### src/rtl/otter_bus_interconnect_if.sv
// Bus bundle between the OTTER initiators, the shared-bus interconnect and its targets.
// slave is the interconnect's view; master is the view of the initiators/targets around it.
interface otter_bus_interconnect_if #(
  parameter int unsigned NUM_INIT = 2,
  parameter int unsigned NUM_TGT  = 4,
  parameter int unsigned AW       = 32,
  parameter int unsigned DW       = 32
);
  localparam int unsigned BW = DW / 8;

  logic [NUM_INIT-1:0]    i_req;
  logic [NUM_INIT*AW-1:0] i_addr;
  logic [NUM_INIT-1:0]    i_we;
  logic [NUM_INIT*BW-1:0] i_be;
  logic [NUM_INIT*DW-1:0] i_wdata;
  logic [NUM_INIT*DW-1:0] i_rdata;
  logic [NUM_INIT-1:0]    i_ack;
  logic [NUM_INIT-1:0]    i_err;

  logic [NUM_TGT-1:0]     t_req;
  logic [AW-1:0]          t_addr;
  logic                   t_we;
  logic [BW-1:0]          t_be;
  logic [DW-1:0]          t_wdata;
  logic [NUM_TGT*DW-1:0]  t_rdata;
  logic [NUM_TGT-1:0]     t_ack;
  logic [NUM_TGT-1:0]     t_err;

  modport slave (
    input  i_req, i_addr, i_we, i_be, i_wdata,
    output i_rdata, i_ack, i_err,
    output t_req, t_addr, t_we, t_be, t_wdata,
    input  t_rdata, t_ack, t_err
  );

  modport master (
    output i_req, i_addr, i_we, i_be, i_wdata,
    input  i_rdata, i_ack, i_err,
    input  t_req, t_addr, t_we, t_be, t_wdata,
    output t_rdata, t_ack, t_err
  );
endinterface

### src/rtl/otter_bus_interconnect.sv
// Shared-bus interconnect: round-robin arbitration, mask/base decode, error on unmapped
// addresses and a hung-target timeout, with one transaction in flight at a time.
module otter_bus_interconnect #(
  parameter int unsigned             NUM_INIT = 2,
  parameter int unsigned             NUM_TGT  = 4,
  parameter int unsigned             AW       = 32,
  parameter int unsigned             DW       = 32,
  parameter logic [NUM_TGT*AW-1:0]   TGT_BASE = '0,
  parameter logic [NUM_TGT*AW-1:0]   TGT_MASK = '0,
  parameter int unsigned             TIMEOUT  = 255
) (
  input  logic                       clk,
  input  logic                       rst,
  otter_bus_interconnect_if.slave    bus
);
  localparam int unsigned BW = DW / 8;
  localparam int unsigned PW = (NUM_INIT > 1) ? $clog2(NUM_INIT) : 1;
  localparam int unsigned TW = (NUM_TGT > 1) ? $clog2(NUM_TGT) : 1;
  localparam int unsigned CW = (TIMEOUT > 0) ? $clog2(TIMEOUT + 1) : 1;

  typedef enum logic [1:0] {IDLE = 2'd0, DECODE = 2'd1, ACTIVE = 2'd2, ERROR = 2'd3} state_e;

  state_e        state_q;
  logic [PW-1:0] ptr_q;
  logic [PW-1:0] gnt_q;
  logic [TW-1:0] tgt_q;
  logic [CW-1:0] cnt_q;

  logic          arb_vld;
  logic [PW-1:0] arb_idx;
  logic [31:0]   scan;
  logic [AW-1:0] g_addr;
  logic          g_we;
  logic [BW-1:0] g_be;
  logic [DW-1:0] g_wdata;
  logic          dec_hit;
  logic [TW-1:0] dec_idx;
  logic          sel_ack;
  logic          sel_err;
  logic [DW-1:0] sel_rdata;
  logic          active;
  logic          expire;
  logic [PW-1:0] nxt_ptr;

  // Round-robin pick: first requester at or after the pointer, wrapping.
  always_comb begin
    arb_vld = 1'b0;
    arb_idx = '0;
    scan    = '0;
    for (int k = 0; k < int'(NUM_INIT); k++) begin
      scan = 32'(ptr_q) + 32'(k);
      if (scan >= NUM_INIT) scan = scan - NUM_INIT;
      if (!arb_vld && bus.i_req[PW'(scan)]) begin
        arb_vld = 1'b1;
        arb_idx = PW'(scan);
      end
    end
  end

  always_comb begin
    g_addr  = '0;
    g_we    = 1'b0;
    g_be    = '0;
    g_wdata = '0;
    for (int i = 0; i < int'(NUM_INIT); i++) begin
      if (gnt_q == PW'(i)) begin
        g_addr  = bus.i_addr[i*AW +: AW];
        g_we    = bus.i_we[i];
        g_be    = bus.i_be[i*BW +: BW];
        g_wdata = bus.i_wdata[i*DW +: DW];
      end
    end
  end

  // Lowest-index region wins when regions overlap.
  always_comb begin
    dec_hit = 1'b0;
    dec_idx = '0;
    for (int t = 0; t < int'(NUM_TGT); t++) begin
      if (!dec_hit && ((g_addr & TGT_MASK[t*AW +: AW]) == TGT_BASE[t*AW +: AW])) begin
        dec_hit = 1'b1;
        dec_idx = TW'(t);
      end
    end
  end

  always_comb begin
    sel_ack   = 1'b0;
    sel_err   = 1'b0;
    sel_rdata = '0;
    for (int t = 0; t < int'(NUM_TGT); t++) begin
      if (tgt_q == TW'(t)) begin
        sel_ack   = bus.t_ack[t];
        sel_err   = bus.t_err[t];
        sel_rdata = bus.t_rdata[t*DW +: DW];
      end
    end
  end

  assign active  = (state_q == ACTIVE);
  assign expire  = (TIMEOUT != 0) && (cnt_q == CW'(TIMEOUT));
  assign nxt_ptr = (gnt_q == PW'(NUM_INIT - 1)) ? '0 : gnt_q + PW'(1);

  always_ff @(posedge clk or posedge rst) begin
    if (rst) begin
      state_q <= IDLE;
      ptr_q   <= '0;
      gnt_q   <= '0;
      tgt_q   <= '0;
      cnt_q   <= '0;
    end else begin
      case (state_q)
        IDLE: begin
          if (arb_vld) begin
            gnt_q   <= arb_idx;
            state_q <= DECODE;
          end
        end
        DECODE: begin
          if (dec_hit) begin
            tgt_q   <= dec_idx;
            state_q <= ACTIVE;
          end else begin
            state_q <= ERROR;
          end
        end
        ACTIVE: begin
          if (sel_ack || sel_err || expire) begin
            state_q <= IDLE;
            ptr_q   <= nxt_ptr;
            cnt_q   <= '0;
          end else if (cnt_q != '1) begin
            cnt_q <= cnt_q + CW'(1);
          end
        end
        ERROR: begin
          state_q <= IDLE;
          ptr_q   <= nxt_ptr;
          cnt_q   <= '0;
        end
        default: state_q <= IDLE;
      endcase
    end
  end

  // Target response beats expiry; error beats ack.
  always_comb begin
    bus.t_req   = '0;
    bus.t_addr  = '0;
    bus.t_we    = 1'b0;
    bus.t_be    = '0;
    bus.t_wdata = '0;
    bus.i_ack   = '0;
    bus.i_err   = '0;
    bus.i_rdata = '0;
    if (active) begin
      for (int t = 0; t < int'(NUM_TGT); t++) begin
        if (tgt_q == TW'(t)) bus.t_req[t] = 1'b1;
      end
      bus.t_addr  = g_addr;
      bus.t_we    = g_we;
      bus.t_be    = g_be;
      bus.t_wdata = g_wdata;
    end
    for (int i = 0; i < int'(NUM_INIT); i++) begin
      if (gnt_q == PW'(i)) begin
        if (state_q == ERROR) bus.i_err[i] = 1'b1;
        if (active) begin
          if (sel_err) begin
            bus.i_err[i] = 1'b1;
          end else if (sel_ack) begin
            bus.i_ack[i]              = 1'b1;
            bus.i_rdata[i*DW +: DW]   = sel_rdata;
          end else if (expire) begin
            bus.i_err[i] = 1'b1;
          end
        end
      end
    end
  end
endmodule

### src/flat_wrapper.sv
// flat-port wrapper written by rule: the top's interface ports become plain ports
module otter_bus_interconnect_flat 
#(
  parameter int unsigned             NUM_INIT = 2,
  parameter int unsigned             NUM_TGT  = 4,
  parameter int unsigned             AW       = 32,
  parameter int unsigned             DW       = 32,
  parameter logic [NUM_TGT*AW-1:0]   TGT_BASE = '0,
  parameter logic [NUM_TGT*AW-1:0]   TGT_MASK = '0,
  parameter int unsigned             TIMEOUT  = 255
)
  (clk, rst, bus_i_req, bus_i_addr, bus_i_we, bus_i_be, bus_i_wdata, bus_i_rdata, bus_i_ack, bus_i_err, bus_t_req, bus_t_addr, bus_t_we, bus_t_be, bus_t_wdata, bus_t_rdata, bus_t_ack, bus_t_err);
  otter_bus_interconnect_if #(.NUM_INIT(NUM_INIT), .NUM_TGT(NUM_TGT), .AW(AW), .DW(DW)) bus_i ();
  input  logic clk;
  input  logic rst;
  input wire logic [$bits(bus_i.i_req)-1:0] bus_i_req;
  input wire logic [$bits(bus_i.i_addr)-1:0] bus_i_addr;
  input wire logic [$bits(bus_i.i_we)-1:0] bus_i_we;
  input wire logic [$bits(bus_i.i_be)-1:0] bus_i_be;
  input wire logic [$bits(bus_i.i_wdata)-1:0] bus_i_wdata;
  output wire logic [$bits(bus_i.i_rdata)-1:0] bus_i_rdata;
  output wire logic [$bits(bus_i.i_ack)-1:0] bus_i_ack;
  output wire logic [$bits(bus_i.i_err)-1:0] bus_i_err;
  output wire logic [$bits(bus_i.t_req)-1:0] bus_t_req;
  output wire logic [$bits(bus_i.t_addr)-1:0] bus_t_addr;
  output wire logic [$bits(bus_i.t_we)-1:0] bus_t_we;
  output wire logic [$bits(bus_i.t_be)-1:0] bus_t_be;
  output wire logic [$bits(bus_i.t_wdata)-1:0] bus_t_wdata;
  input wire logic [$bits(bus_i.t_rdata)-1:0] bus_t_rdata;
  input wire logic [$bits(bus_i.t_ack)-1:0] bus_t_ack;
  input wire logic [$bits(bus_i.t_err)-1:0] bus_t_err;
  assign bus_i.i_req = bus_i_req;
  assign bus_i.i_addr = bus_i_addr;
  assign bus_i.i_we = bus_i_we;
  assign bus_i.i_be = bus_i_be;
  assign bus_i.i_wdata = bus_i_wdata;
  assign bus_i_rdata = bus_i.i_rdata;
  assign bus_i_ack = bus_i.i_ack;
  assign bus_i_err = bus_i.i_err;
  assign bus_t_req = bus_i.t_req;
  assign bus_t_addr = bus_i.t_addr;
  assign bus_t_we = bus_i.t_we;
  assign bus_t_be = bus_i.t_be;
  assign bus_t_wdata = bus_i.t_wdata;
  assign bus_i.t_rdata = bus_t_rdata;
  assign bus_i.t_ack = bus_t_ack;
  assign bus_i.t_err = bus_t_err;
  otter_bus_interconnect #(.NUM_INIT(NUM_INIT), .NUM_TGT(NUM_TGT), .AW(AW), .DW(DW), .TGT_BASE(TGT_BASE), .TGT_MASK(TGT_MASK), .TIMEOUT(TIMEOUT)) u_core (.clk(clk), .rst(rst), .bus(bus_i));
endmodule
### config.mk
export PLATFORM = sky130hd
export DESIGN_NAME = otter_bus_interconnect_flat
export DESIGN_NICKNAME = d
export VERILOG_FILES = /design/src/rtl/otter_bus_interconnect_if.sv /design/src/rtl/otter_bus_interconnect.sv /design/src/flat_wrapper.sv
export SDC_FILE = /design/constraint.sdc
export NUM_CORES = 1
export LEC_CHECK = 0
export CAP_MARGIN = 15
export CORE_AREA = 2 2 162 164
export DETAILED_ROUTE_END_ITERATION = 10
export DIE_AREA = 0 0 164 166
export PLACE_DENSITY_LB_ADDON = 0.08
export SYNTH_ARGS = -nofsm -noshare
export SYNTH_HDL_FRONTEND = slang
export SYNTH_SLANG_ARGS = --single-unit
export TNS_END_PERCENT = 1
### constraint.sdc
create_clock -name clk -period 2 [get_ports clk]
set_clock_uncertainty 0.15 [all_clocks]
set_input_delay 0.4 -clock clk [delete_from_list [all_inputs] [get_ports clk]]
set_output_delay 0.4 -clock clk [all_outputs]
set_load 0.01 [all_outputs]
==> summary.txt <==
Outcome
  • Failing checks: setup timing
  • Run status: finished with violations

Clock network
  • Number of levels in the clock H-tree: 1
  • Buffer cell driving the clock tree root: sky130_fd_sc_hd__clkbuf_16
  • Clock latency of the later-clocked register in the worst-skew pair: 0.24 ns
  • TritonCTS Buffers: 3
  • Largest buffer count on any clock path: 2
  • Clock-pin transition on the worst setup and hold timing paths: 0.04 ns
  • Clock sinks: 12
  • Number of hold buffers added after cts: 0
  • CTS tree: done

Critical path
  • Startpoint of the worst-slack reg-to-reg timing path: u_core.cnt_q[1]
  • CP bufs+invs: 7
  • CP cell instances: buf_6, inv_4, nor4b_4, buf_4, buf_6, buf_16, buf_8, and2_1, buf_2
  • Critical path peak fanout: 5
  • Slowest library cell on the worst path: sky130_fd_sc_hd__dfrtp_4
  • Largest incremental delay on the critical path: 0.43 ns
  • Destination of the worst register-to-register timing path: u_core.cnt_q[0]
  • Dominant delay contributor by cell family on the critical path: buffers and inverters
  • Kind of start point of the critical path: flop
  • Crit path required time: 1.45 ns
  • Reg2Reg Setup Slack: 0.21 ns
  • Beginning of the critical path: u_core.gnt_q
  • Data arrival time of the critical path: 1.75 ns
  • Critical path endpoint category: output pin
  • Path depth of the worst reg2reg path: 8
  • Setup CP Type: reg2out
  • Cell with the most instances on the worst path: sky130_fd_sc_hd__buf_6

Routing
  • Drc violations: 0
  • Antenna-violating nets left: 0
  • Total met3 wirelength after detailed routing: 1.21 mm
  • Met2 wirelength from detailed routing: 8.01 mm
  • TritonRoute pass-1 iters: 4
  • Via count: 3,437
  • Final wirelength: 14.6 mm
  • Top sig layer: met4
  • Ratio of routed vias to standard cells: 3.49
  • Number of violations reported at the end of detailed-routing iteration 0: 52
  • Met1 Routed Length: 5.32 mm
  • Post-detailed-route wirelength per cell: 14.8 um

Yosys
  • XOR/XNOR Fraction of Synth Area: 0%
  • Synthesized area per cell: 7.26 sq um
  • Total of warnings raised by yosys: 0
  • EDFF count, synth: 0
  • Complex-gate fraction of the synthesized area: 5.48%
  • Gate count of the mapped netlist: 302
  • Post-synthesis instance area: 2190 sq um
  • Adder-cell share of the synthesized area: 0.571%
  • Number of flip-flops and latches in the synthesized netlist: 12
  • Most used DFF post-synth: sky130_fd_sc_hd__dfrtp_1
  • Multiplexer fraction of the synthesized cell area: 33.0%
  • Distinct cells, synth: 36
  • Portion of the post-synthesis area used by sequential elements: 13.7%
  • Simple-gate portion of the synthesized area: 40.3%
  • Post-synthesis async set-or-reset flop share: 100%
  • Largest family of logic cells by synthesized area: simple AND/OR/NAND/NOR gates

Global routing
  • Global routing usage summed across all routing layers: 10.1%
  • Wire length of the first global-routing pass: 21.3 mm
  • Vias in the first global route: 3,501
  • Pin count of the biggest net entering global routing: 37
  • Number of antenna violations at the first check in global routing: 1
  • Overflow left after global routing: 0

STA
  • Final clock period utilization by the worst path: 115%
  • Slew Limit Fails: 0
  • Max Clock Freq: 0.434 GHz
  • Final-report hold violation count: 0
  • Worst setup margin: -0.302 ns
  • Unrepaired setup endpoints after global routing: yes
  • Clock period minus final worst setup slack: 2.30 ns
  • # setup viols final: 134

Run
  • Max-cap violations: 0

Power and ir drop
  • Sequential cell fraction of total power: 8.3%
  • Total Power: 4.26 mW
  • Sw Share: 43.1%
  • Power per unit of standard cell area: 725 nW/um^2
  • Net switching power: 1.84 mW
  • Gate power share: 83.1%
  • Clock power share: 8.6%
  • Worst supply voltage drop on vdd: 339 uV
  • Internal power: 2.42 mW
  • Static Leakage: 2.90 nW

Die
  • Die width: 164 um
  • Starting Density: 8.56%
  • Number of I/O pins: 419
  • Row count: 59
  • Core Region: 25,600 sq um
  • Die Outline Area: 27,200 sq um
  • Y dimension of the die: 166 um

Finish
  • Final Instance Area: 5880 sq um
  • Area occupied by multi-input gates: 1840 sq um
  • Layout Cells excl Fill: 986
  • Register cell area after layout: 305 sq um
  • NumNets Final: 930
  • Fraction of layout instances using a drive strength above 1: 34.0%
  • Layout fillers: 2,871
  • Area Overhead vs Synth: 168%

Placed design
  • Post-DP Area: 5970 sq um
  • DP Wirelength: 12.0 mm
  • Count of input and output buffers: 313
  • Pre-CTS WS: -0.771 ns
  • Placer's final routability congestion estimate: 0.816
  • Number of cells after detailed placement: 964

Hold path
  • Hold WC Path Type: in2async
[routing by layer]
| metal | vias to the layer above | GRT usage (%) |
|---|---|---|
| met3 | 2 | 2.20 |
| met1 | 1554 | 11.2 |
| met2 | 178 | 20.1 |
| li1 | 1703 | - |
| met5 | - | 0 |
| met4 | 0 | 0.763 |
[power by group through the flow]
| stage | combinational, mW | clock [mW] | sequential, mW |
|---|---|---|---|
| floorplan | 1.67 | 0 | 0.340 |
| global placement | 3.63 | 0 | 0.361 |
| detailed placement | 3.62 | 0 | 0.362 |
| CTS | 3.59 | 0.381 | 0.355 |
| global route | 3.85 | 0.395 | 0.360 |
| finish | 3.54 | 0.368 | 0.352 |
[worst max-delay path by stage]
stage                           end  cells after the start
finish              bus_i_rdata[34]                      9
global route        bus_i_rdata[37]                      9
CTS                 bus_i_rdata[46]                      9
detailed placement  bus_i_rdata[49]                      5
global placement    bus_i_rdata[44]                      5
floorplan           bus_i_rdata[22]                      5
[Yosys cell counts, drive strengths merged (3+ instances only)]
cell type | number | share of area (%)
clkbuf | 12 | 2.3
inv | 5 | 0.86
buf | 14 | 3.7
nor2 | 74 | 13
o21ai | 7 | 1.8
nand2 | 10 | 1.8
nand3 | 4 | 1.1
nand2b | 3 | 0.86
and2 | 64 | 18
mux2i | 70 | 32
o2bb2ai | 4 | 1.6
and3 | 3 | 0.91
dfrtp | 12 | 14
[state kept, by name, indices dropped and copies added, names as in the netlist]
signal / count
u_core.cnt_q: 8
u_core.state_q: 2
u_core.ptr_q: 1
u_core.gnt_q: 1
[worst reg2reg max path, stage by stage, from the launching register on]
cell and delay (ns):
sky130_fd_sc_hd__dfrtp_1 0.35, sky130_fd_sc_hd__ha_2 0.19, sky130_fd_sc_hd__nand4_1 0.14, sky130_fd_sc_hd__buf_4 0.18, sky130_fd_sc_hd__o21ai_2 0.15, sky130_fd_sc_hd__buf_4 0.14
sky130_fd_sc_hd__buf_4 0.10, sky130_fd_sc_hd__nor2_1 0.03, sky130_fd_sc_hd__mux2_2 0.25
[through the flow]
step           TNS [ns]  hold slack (ns)  utilization [%]
2_1_floorplan         0            0.115                -
3_3_place_gp     -64.10            0.360             23.3
3_5_place_dp     -67.16            0.358             23.3
4_1_cts          -32.27            0.370             23.4
5_1_grt          -32.06            0.406             23.0
6_report         -20.85            0.340             23.0
[cell usage in the layout (no fill, tap or decap), types with 3 or more instances in the layout]
master and n:
sky130_fd_sc_hd__clkdlybuf4s50_1 173, sky130_fd_sc_hd__buf_2 100, sky130_fd_sc_hd__nor2_1 73, sky130_fd_sc_hd__mux2i_1 66
sky130_fd_sc_hd__and2_1 50, sky130_fd_sc_hd__buf_4 33, sky130_fd_sc_hd__buf_6 29, sky130_fd_sc_hd__and2_4 14
sky130_fd_sc_hd__dlygate4sd2_1 13, sky130_fd_sc_hd__dfrtp_1 10, sky130_fd_sc_hd__nand2_1 9, sky130_fd_sc_hd__buf_12 9
sky130_fd_sc_hd__o21ai_0 6, sky130_fd_sc_hd__clkbuf_2 6, sky130_fd_sc_hd__o2bb2ai_1 4, sky130_fd_sc_hd__inv_1 3
sky130_fd_sc_hd__nand3_1 3, sky130_fd_sc_hd__nand2b_1 3, sky130_fd_sc_hd__mux2i_2 3, sky130_fd_sc_hd__conb_1 3
sky130_fd_sc_hd__clkbuf_16 3, sky130_fd_sc_hd__buf_8 3
[cell families (layout without fill, tap and decap cells)]
logic type                 after synthesis  after routing
other                                    1              4
muxes                                   72             72
adders and majority gates                1              1
and+or+nand+nor                        167            167
buffers and inverters                   31            377
DFF                                     12             12
AOI/OAI and AO/OA                       18             18
[repair_timing]
| action | 4_1_cts | 5_1_grt |
|---|---|---|
| setup endpoints to repair | 141 | 136 |
| pin swaps | 21 | 13 |
| buffers inserted | 13 | 2 |
| resized for setup | 396 | 193 |
| gates cloned | 4 | 0 |
[area by class of cell]
class / count / area share [%]
multi-input combinational: 261 / 31.3
inverter: 5 / 0.362
sequential: 12 / 5.19
timing repair buffer: 368 / 54.7
antenna: 1 / 0.0426
clock buffer: 4 / 1.34
tap: 335 / 7.13
No activity file was read; power rests on OpenSTA's default activity.
